--- config.mk ---
export PLATFORM = sky130hd
export DESIGN_NAME = wb_write_scheduler
export DESIGN_NICKNAME = d
export VERILOG_FILES = /design/src/rtl/wb_write_scheduler.sv
export SDC_FILE = /design/constraint.sdc
export NUM_CORES = 1
export LEC_CHECK = 0
export ABC_AREA = 1
export CAP_MARGIN = 30
export CORE_ASPECT_RATIO = 1.5
export CORE_MARGIN = 2
export CORE_UTILIZATION = 30
export DETAILED_ROUTE_END_ITERATION = 7
export GPL_TIMING_DRIVEN = 0
export PLACE_DENSITY = 0.53
export SLEW_MARGIN = 20
export SYNTH_ARGS = -nofsm -noshare
export SYNTH_HDL_FRONTEND = slang
export SYNTH_SLANG_ARGS = --single-unit
--- constraint.sdc ---
create_clock -name clk -period 3.7 [get_ports clk]
set_input_delay 0.74 -clock clk [delete_from_list [all_inputs] [get_ports clk]]
set_output_delay 0.74 -clock clk [all_outputs]
set_load 0.03 [all_outputs]
--- src/rtl/wb_write_scheduler.sv ---
// wb_write_scheduler: arbitrates the single register-file write port between
// the MEM/WB primary write and a secondary write (R15 result or other).
// Secondary writes that lose arbitration wait in a small in-order queue.
// The queue also supplies forwarding data to decode and drives stall.
//
// Optional build macro: WB_SCHED_ZERO_REG_EN
//   defined   -> writes to register 0 are discarded (no port cycle, no
//                enqueue, no invalidation) and rd_addr=0 never forwards.
//   undefined -> register 0 is an ordinary register.
//
// Handshake semantics: wb_valid and sec_valid are valid-only requests with
// no ready. Each is consumed in the cycle it is presented, either by the port
// or (secondary only) by the queue. Back-pressure is the registered stall,
// asserted with one slot of headroom so a request already in flight while
// the pipeline reacts still finds a free entry.
module wb_write_scheduler #(
    parameter int DATA_W = 16,
    parameter int ADDR_W = 4,
    parameter int QDEPTH = 4
) (
    input  logic              clk,
    input  logic              rst,
    input  logic              wb_valid,
    input  logic              wb_sel_mem,
    input  logic [DATA_W-1:0] mem_data,
    input  logic [DATA_W-1:0] alu_data,
    input  logic [ADDR_W-1:0] wb_addr,
    input  logic              sec_valid,
    input  logic [ADDR_W-1:0] sec_addr,
    input  logic [DATA_W-1:0] sec_data,
    input  logic [ADDR_W-1:0] rd_addr,
    output logic              rf_we,
    output logic [ADDR_W-1:0] rf_waddr,
    output logic [DATA_W-1:0] rf_wdata,
    output logic              fwd_hit,
    output logic [DATA_W-1:0] fwd_data,
    output logic              stall,
    output logic [ADDR_W-1:0] q_count,
    output logic              overflow
);

    localparam int PTR_W = $clog2(QDEPTH);
    localparam int CNT_W = PTR_W + 1;
    localparam logic [CNT_W-1:0] CNT_FULL  = CNT_W'(QDEPTH);
    localparam logic [CNT_W-1:0] CNT_STALL = CNT_W'(QDEPTH - 1);

    // Queue storage: entries live at head_q .. head_q+cnt_q-1 (mod QDEPTH).
    logic [ADDR_W-1:0] addr_q [QDEPTH];
    logic [DATA_W-1:0] data_q [QDEPTH];
    logic [QDEPTH-1:0] vld_q, vld_d;
    logic [PTR_W-1:0]  head_q, head_d;
    logic [PTR_W-1:0]  tail_q, tail_d;
    logic [CNT_W-1:0]  cnt_q, cnt_d;
    logic              stall_q, stall_d;
    logic              ovf_q, ovf_d;

    // Per-cycle decisions.
    logic wb_take;
    logic sec_take;
    logic rd_ok;
    logic q_empty;
    logic q_full;
    logic pop;
    logic bypass;
    logic push_req;
    logic push;
    logic drop;

`ifdef WB_SCHED_ZERO_REG_EN
    // Register 0 is hard-wired: such writes vanish before arbitration.
    assign wb_take  = wb_valid  && (wb_addr  != '0);
    assign sec_take = sec_valid && (sec_addr != '0);
    assign rd_ok    = (rd_addr != '0);
`else
    assign wb_take  = wb_valid;
    assign sec_take = sec_valid;
    assign rd_ok    = 1'b1;
`endif

    assign q_empty = (cnt_q == '0);
    assign q_full  = (cnt_q == CNT_FULL);

    // Port arbitration: primary, then queue head, then direct secondary bypass.
    always_comb begin
        pop      = 1'b0;
        bypass   = 1'b0;
        rf_we    = 1'b0;
        rf_waddr = '0;
        rf_wdata = '0;
        if (wb_take) begin
            rf_we    = 1'b1;
            rf_waddr = wb_addr;
            rf_wdata = wb_sel_mem ? mem_data : alu_data;
        end else if (!q_empty) begin
            // An invalidated head still pops, but takes no write.
            pop      = 1'b1;
            rf_we    = vld_q[head_q];
            rf_waddr = addr_q[head_q];
            rf_wdata = data_q[head_q];
        end else if (sec_take) begin
            bypass   = 1'b1;
            rf_we    = 1'b1;
            rf_waddr = sec_addr;
            rf_wdata = sec_data;
        end
        if (!rst) begin
            rf_we = 1'b0;
        end
    end

    // Enqueue decision and pointer/occupancy next state.
    always_comb begin
        push_req = sec_take && !bypass;
        push     = push_req && (!q_full || pop);
        drop     = push_req && q_full && !pop;
        head_d   = pop  ? head_q + PTR_W'(1) : head_q;
        tail_d   = push ? tail_q + PTR_W'(1) : tail_q;
        cnt_d    = cnt_q;
        if (push && !pop) begin
            cnt_d = cnt_q + CNT_W'(1);
        end else if (pop && !push) begin
            cnt_d = cnt_q - CNT_W'(1);
        end
        stall_d = (cnt_d >= CNT_STALL);
        ovf_d   = ovf_q | drop;
    end

    // Valid-bit next state: older same-address entries are killed by a
    // primary write; the popped slot is cleared; the pushed slot is set last
    // so a same-cycle secondary write survives the primary it follows.
    always_comb begin
        vld_d = vld_q;
        if (wb_take) begin
            for (int i = 0; i < QDEPTH; i++) begin
                if (addr_q[i] == wb_addr) begin
                    vld_d[i] = 1'b0;
                end
            end
        end
        if (pop) begin
            vld_d[head_q] = 1'b0;
        end
        if (push) begin
            vld_d[tail_q] = 1'b1;
        end
    end

    // Forwarding: walk oldest to newest so the newest valid match wins.
    always_comb begin
        fwd_hit  = 1'b0;
        fwd_data = '0;
        for (int k = 0; k < QDEPTH; k++) begin
            if ((CNT_W'(k) < cnt_q) && rd_ok &&
                vld_q[head_q + PTR_W'(k)] &&
                (addr_q[head_q + PTR_W'(k)] == rd_addr)) begin
                fwd_hit  = 1'b1;
                fwd_data = data_q[head_q + PTR_W'(k)];
            end
        end
    end

    // Control state register with synchronous active-low reset.
    always_ff @(posedge clk) begin
        if (!rst) begin
            vld_q   <= '0;
            head_q  <= '0;
            tail_q  <= '0;
            cnt_q   <= '0;
            stall_q <= 1'b0;
            ovf_q   <= 1'b0;
        end else begin
            vld_q   <= vld_d;
            head_q  <= head_d;
            tail_q  <= tail_d;
            cnt_q   <= cnt_d;
            stall_q <= stall_d;
            ovf_q   <= ovf_d;
        end
    end

    // Queue payload write; contents are only meaningful under a valid bit.
    always_ff @(posedge clk) begin
        if (push) begin
            addr_q[tail_q] <= sec_addr;
            data_q[tail_q] <= sec_data;
        end
    end

    assign stall    = stall_q;
    assign overflow = ovf_q;
    assign q_count  = ADDR_W'(cnt_q);

endmodule

==> impl_metrics.csv <==
group,metric,value,unit
synth,synth_area_per_cell,7.16,um^2
route,wirelength,30300,um
placed_design,port_buffers,106,
synth,post-synth-top-count-cell,"nand2_1",
die,row_count,69,
finish,final_nets,1217,
pwr,powerDensity,492,mW/mm^2
die,dieHeight,194,um
timing,slew_headroom,52.9,%
synth,syn_nets,1089,
critical_path,startpoint_type,"flip-flop",
cts,cts_sinks,95,
route,antenna_left,0,
synth,synth_top_area_cell,"edfxtp_1",
die,core,0.0237,mm^2
critical_path,path_delay_family,"buffers and inverters",
synth,ys_ff_latch,95,
critical_path,startpoint,"head_q[0]$_SDFFE_PN0N_",
timing,fin_crit,3.57,ns
timing,worst_hold_slack,0.458,ns
die,design.die.area,0.0254,mm^2
finish,num_antenna_cells,0,
route,post_drt_wl_per_cell,20.7,um
cts,htreeDepth,3,
synth,synth.distinct_cells,44,
die,initial_core_util,30.5,%
synth,synth_top_area_share,33.2,%
cts,cts_tree,"yes",
cts,cts_hold_buf,0,
critical_path,cp.arrival,2.83,ns
critical_path,worstSetupPathType,"reg2out",
synth,synthTopCellsByCount,"293 x nand2_1, 118 x o21ai_0, 107 x nor2_1, 82 x nand3_1, 80 x edfxtp_1",
route,dr.pass1.iters,5,
worst_hold_path,hold_class,"reg2reg",
global_routing,gr-usage-met2,43.4,%
timing,fin_crit_sh,96.6,%
cts,cts_buffer_depth,2,
die,io_pins,109,
critical_path,r2r_setup_slack,1.10,ns
synth,netlist_area,0.00725,mm^2
global_routing,grt_antenna_before_repair,0,
global_routing,track_usage,23.6,%
pwr,seqPwrFrac,28.8,%
cts,worstSkewPairLatency,0.36,ns
critical_path,cpMaxStageDelayCell,"dfxtp_4",
flow_run,cap_violations,0,
timing,fin_worst_skew,0.0130,ns
pwr,netSwitchingPower,0.00210,W
timing,timing.fmax,280,MHz
timing,hold_violations,0,
pwr,p_clk_share,19.6,%
timing,worst-slew-pin-transition,0.707,ns
synth,ys_top_cells_by_area,"edfxtp_1 33%, nand2_1 15%, o21ai_0 8.2%",
route,routed_via_density,5.30,
critical_path,crit_required,2.96,ns
pwr,comb_power_share,51.6,%
global_routing,met3_usage,2.64,%
synth,ys_seq_area_share,37.3,%
pwr,intPower,0.00253,W
finish,fin_area,0.00941,mm^2
critical_path,critPathCapture,"fwd_data[11]",
placed_design,place_area,0.00879,mm^2
critical_path,cp.buffers_inverters,8,
route,drc,0,
critical_path,end_kind,"output port",
finish,syn2layout_area_growth,29.9,%
timing,grt_setup_unrepaired,"false",
critical_path,crit_top_cell,"nand2_1",
critical_path,r2r.worst_path.cells,10,
synth,synth_edf_count,80,
die,die_w,131,um
synth,ys_async_sr_fraction,0,%
pwr,leakagePower,4.03,nW
finish,fillers,2452,
critical_path,critPathMaxFanout,11,
placed_design,dpl.hpwl,23100,um
pwr,swShare,45.4,%
cts,clk_pin_slew,0.07,ns
route,via_count,7758,
global_routing,top_usage_layer,"met2",
finish,layout-drive-gt1-share,13.4,%
cts,root_buffer,"clkbuf_16",
timing,setup_viol,0,
global_routing,grt_max_degree,20,
timing,fin_setup_tns,0,ns
pwr,ir_worst_vdd,0.253,mV
cts,numCtsBuffers,9,
timing,drv_slew,0,
global_routing,global_route.usage.met1,26.4,%
global_routing,grt_pass1_wl,44600,um
run_status,outcome,"finished, final reports clean",
synth,ys_dominant_reg_cell,"edfxtp_1",
critical_path,r2r_end,"data_q[2][4]$_DFFE_PP_",
placed_design,gp_congestion,0.954,
synth,ys_warn_count,0,
critical_path,r2r_start,"cnt_q[0]$_SDFF_PN0_",
synth,syn_inst,1012,
global_routing,overflow,0,
critical_path,critical_path.cell_chain,"inv_4, buf_12, buf_12, ha_4, inv_4, clkbuf_16, nand3_1, nand2_1, nand2_1, nand2_1, nor2_4, buf_12, nand2_8, buf_8, nand2_1, nand2_1, a21oi_2, buf_6",
critical_path,cp.depth,18,
route,dr.first_iter.drc_count,665,
global_routing,grt_pass1_vias,7589,
critical_path,cpPeakStageDelay,0.38,ns
==> through the flow <==
stage                     utilization [%]  setup WS (ns)  instances  total power (W)
after floorplan                         -          0.176       1012          0.00270
after global placement               36.7          -1.40       1437          0.00351
after detailed placement             37.0          -1.41       1441          0.00353
after CTS                            39.1        0.00364       1463          0.00453
after global routing                 39.7        0.00243       1464          0.00486
final                                39.7          0.128       1464          0.00463
==> worst min-delay path by stage <==
stage | cells past startpoint | slack (ns) | end | startpoint
5_1_grt | 2 | 0.50 | overflow$_SDFF_PN0_ | overflow$_SDFF_PN0_
2_1_floorplan | 2 | 0.47 | vld_q[0]$_SDFF_PN0_ | vld_q[0]$_SDFF_PN0_
6_report | 2 | 0.46 | overflow$_SDFF_PN0_ | overflow$_SDFF_PN0_
3_3_place_gp | 2 | 0.44 | overflow$_SDFF_PN0_ | overflow$_SDFF_PN0_
4_1_cts | 2 | 0.46 | overflow$_SDFF_PN0_ | overflow$_SDFF_PN0_
3_5_place_dp | 2 | 0.44 | overflow$_SDFF_PN0_ | overflow$_SDFF_PN0_
==> state kept, by name, indices dropped and copies added, names as in the netlist, named ones only <==
| name | count |
|---|---|
| stall | 1 |
| vld_q | 4 |
| cnt_q | 3 |
| data_q | 64 |
| addr_q | 16 |
| overflow | 1 |
| tail_q | 2 |
| head_q | 2 |
==> cell usage in the layout, fill, tap and decap left out, drive strengths merged, types with 15 or more instances in the layout <==
| master | instances |
|---|---|
| a21oi | 31 |
| buf | 64 |
| clkbuf | 36 |
| clkdlybuf4s50 | 68 |
| dfxtp | 15 |
| edfxtp | 80 |
| inv | 74 |
| mux2i | 16 |
| nand2 | 297 |
| nand3 | 86 |
| nand4 | 20 |
| nor2 | 114 |
| o211ai | 20 |
| o21ai | 124 |
| o22ai | 36 |
==> cell families (layout without fill, tap and decap cells) <==
family	Yosys count	after routing	synth area share (%)
buffers and inverters	135	268	8.48
other	1	1	0.0518
muxes	16	16	2.21
and+or+nand+nor	521	521	30.8
xor gates and xnor gates	13	13	1.78
AOI/OAI and AO/OA	219	219	17.3
adders and majority gates	12	12	2.07
DFF	95	95	37.3
==> metal layers <==
| layer | wire length (um) | part of all wire, % |
|---|---|---|
| met5 | 0 | 0 |
| met1 | 10900 | 36 |
| met2 | 16000 | 53 |
| met4 | 1330 | 4.4 |
| met3 | 2030 | 6.7 |
==> worst min-delay path, cell delays in order (launching register included) <==
cell,delay [ns]
dfxtp_1,0.32
inv_1,0.05
a21oi_1,0.05
==> power groups by stage <==
| stage | logic (W) | clock network, W | registers, W |
|---|---|---|---|
| global placement | 0.00216 | 0 | 0.00135 |
| finish | 0.00239 | 0.000910 | 0.00133 |
| floorplan | 0.00135 | 0 | 0.00134 |
| detailed placement | 0.00218 | 0 | 0.00135 |
| global route | 0.00257 | 0.000955 | 0.00134 |
| CTS | 0.00229 | 0.000916 | 0.00133 |
==> area by class of cell <==
type | count | area (um^2) | area share (%)
clock inverters | 7 | 61.3 | 0.651
repair buffers | 122 | 1260 | 13.4
multi-input cells | 782 | 4040 | 42.9
well taps | 319 | 399 | 4.24
flip-flops and latches | 95 | 2710 | 28.8
inverters | 71 | 274 | 2.91
plain buffers | 59 | 439 | 4.67
clock buffers | 9 | 225 | 2.39
==> timing repair <==
| item | 4_1_cts | 5_1_grt |
|---|---|---|
| buffers inserted | 8 | 2 |
| setup endpoints to repair | 37 | 30 |
| gates cloned | 1 | 1 |
| resized for setup | 164 | 39 |
| pin swaps | 6 | 12 |
Power figures use the tool's default switching activity.
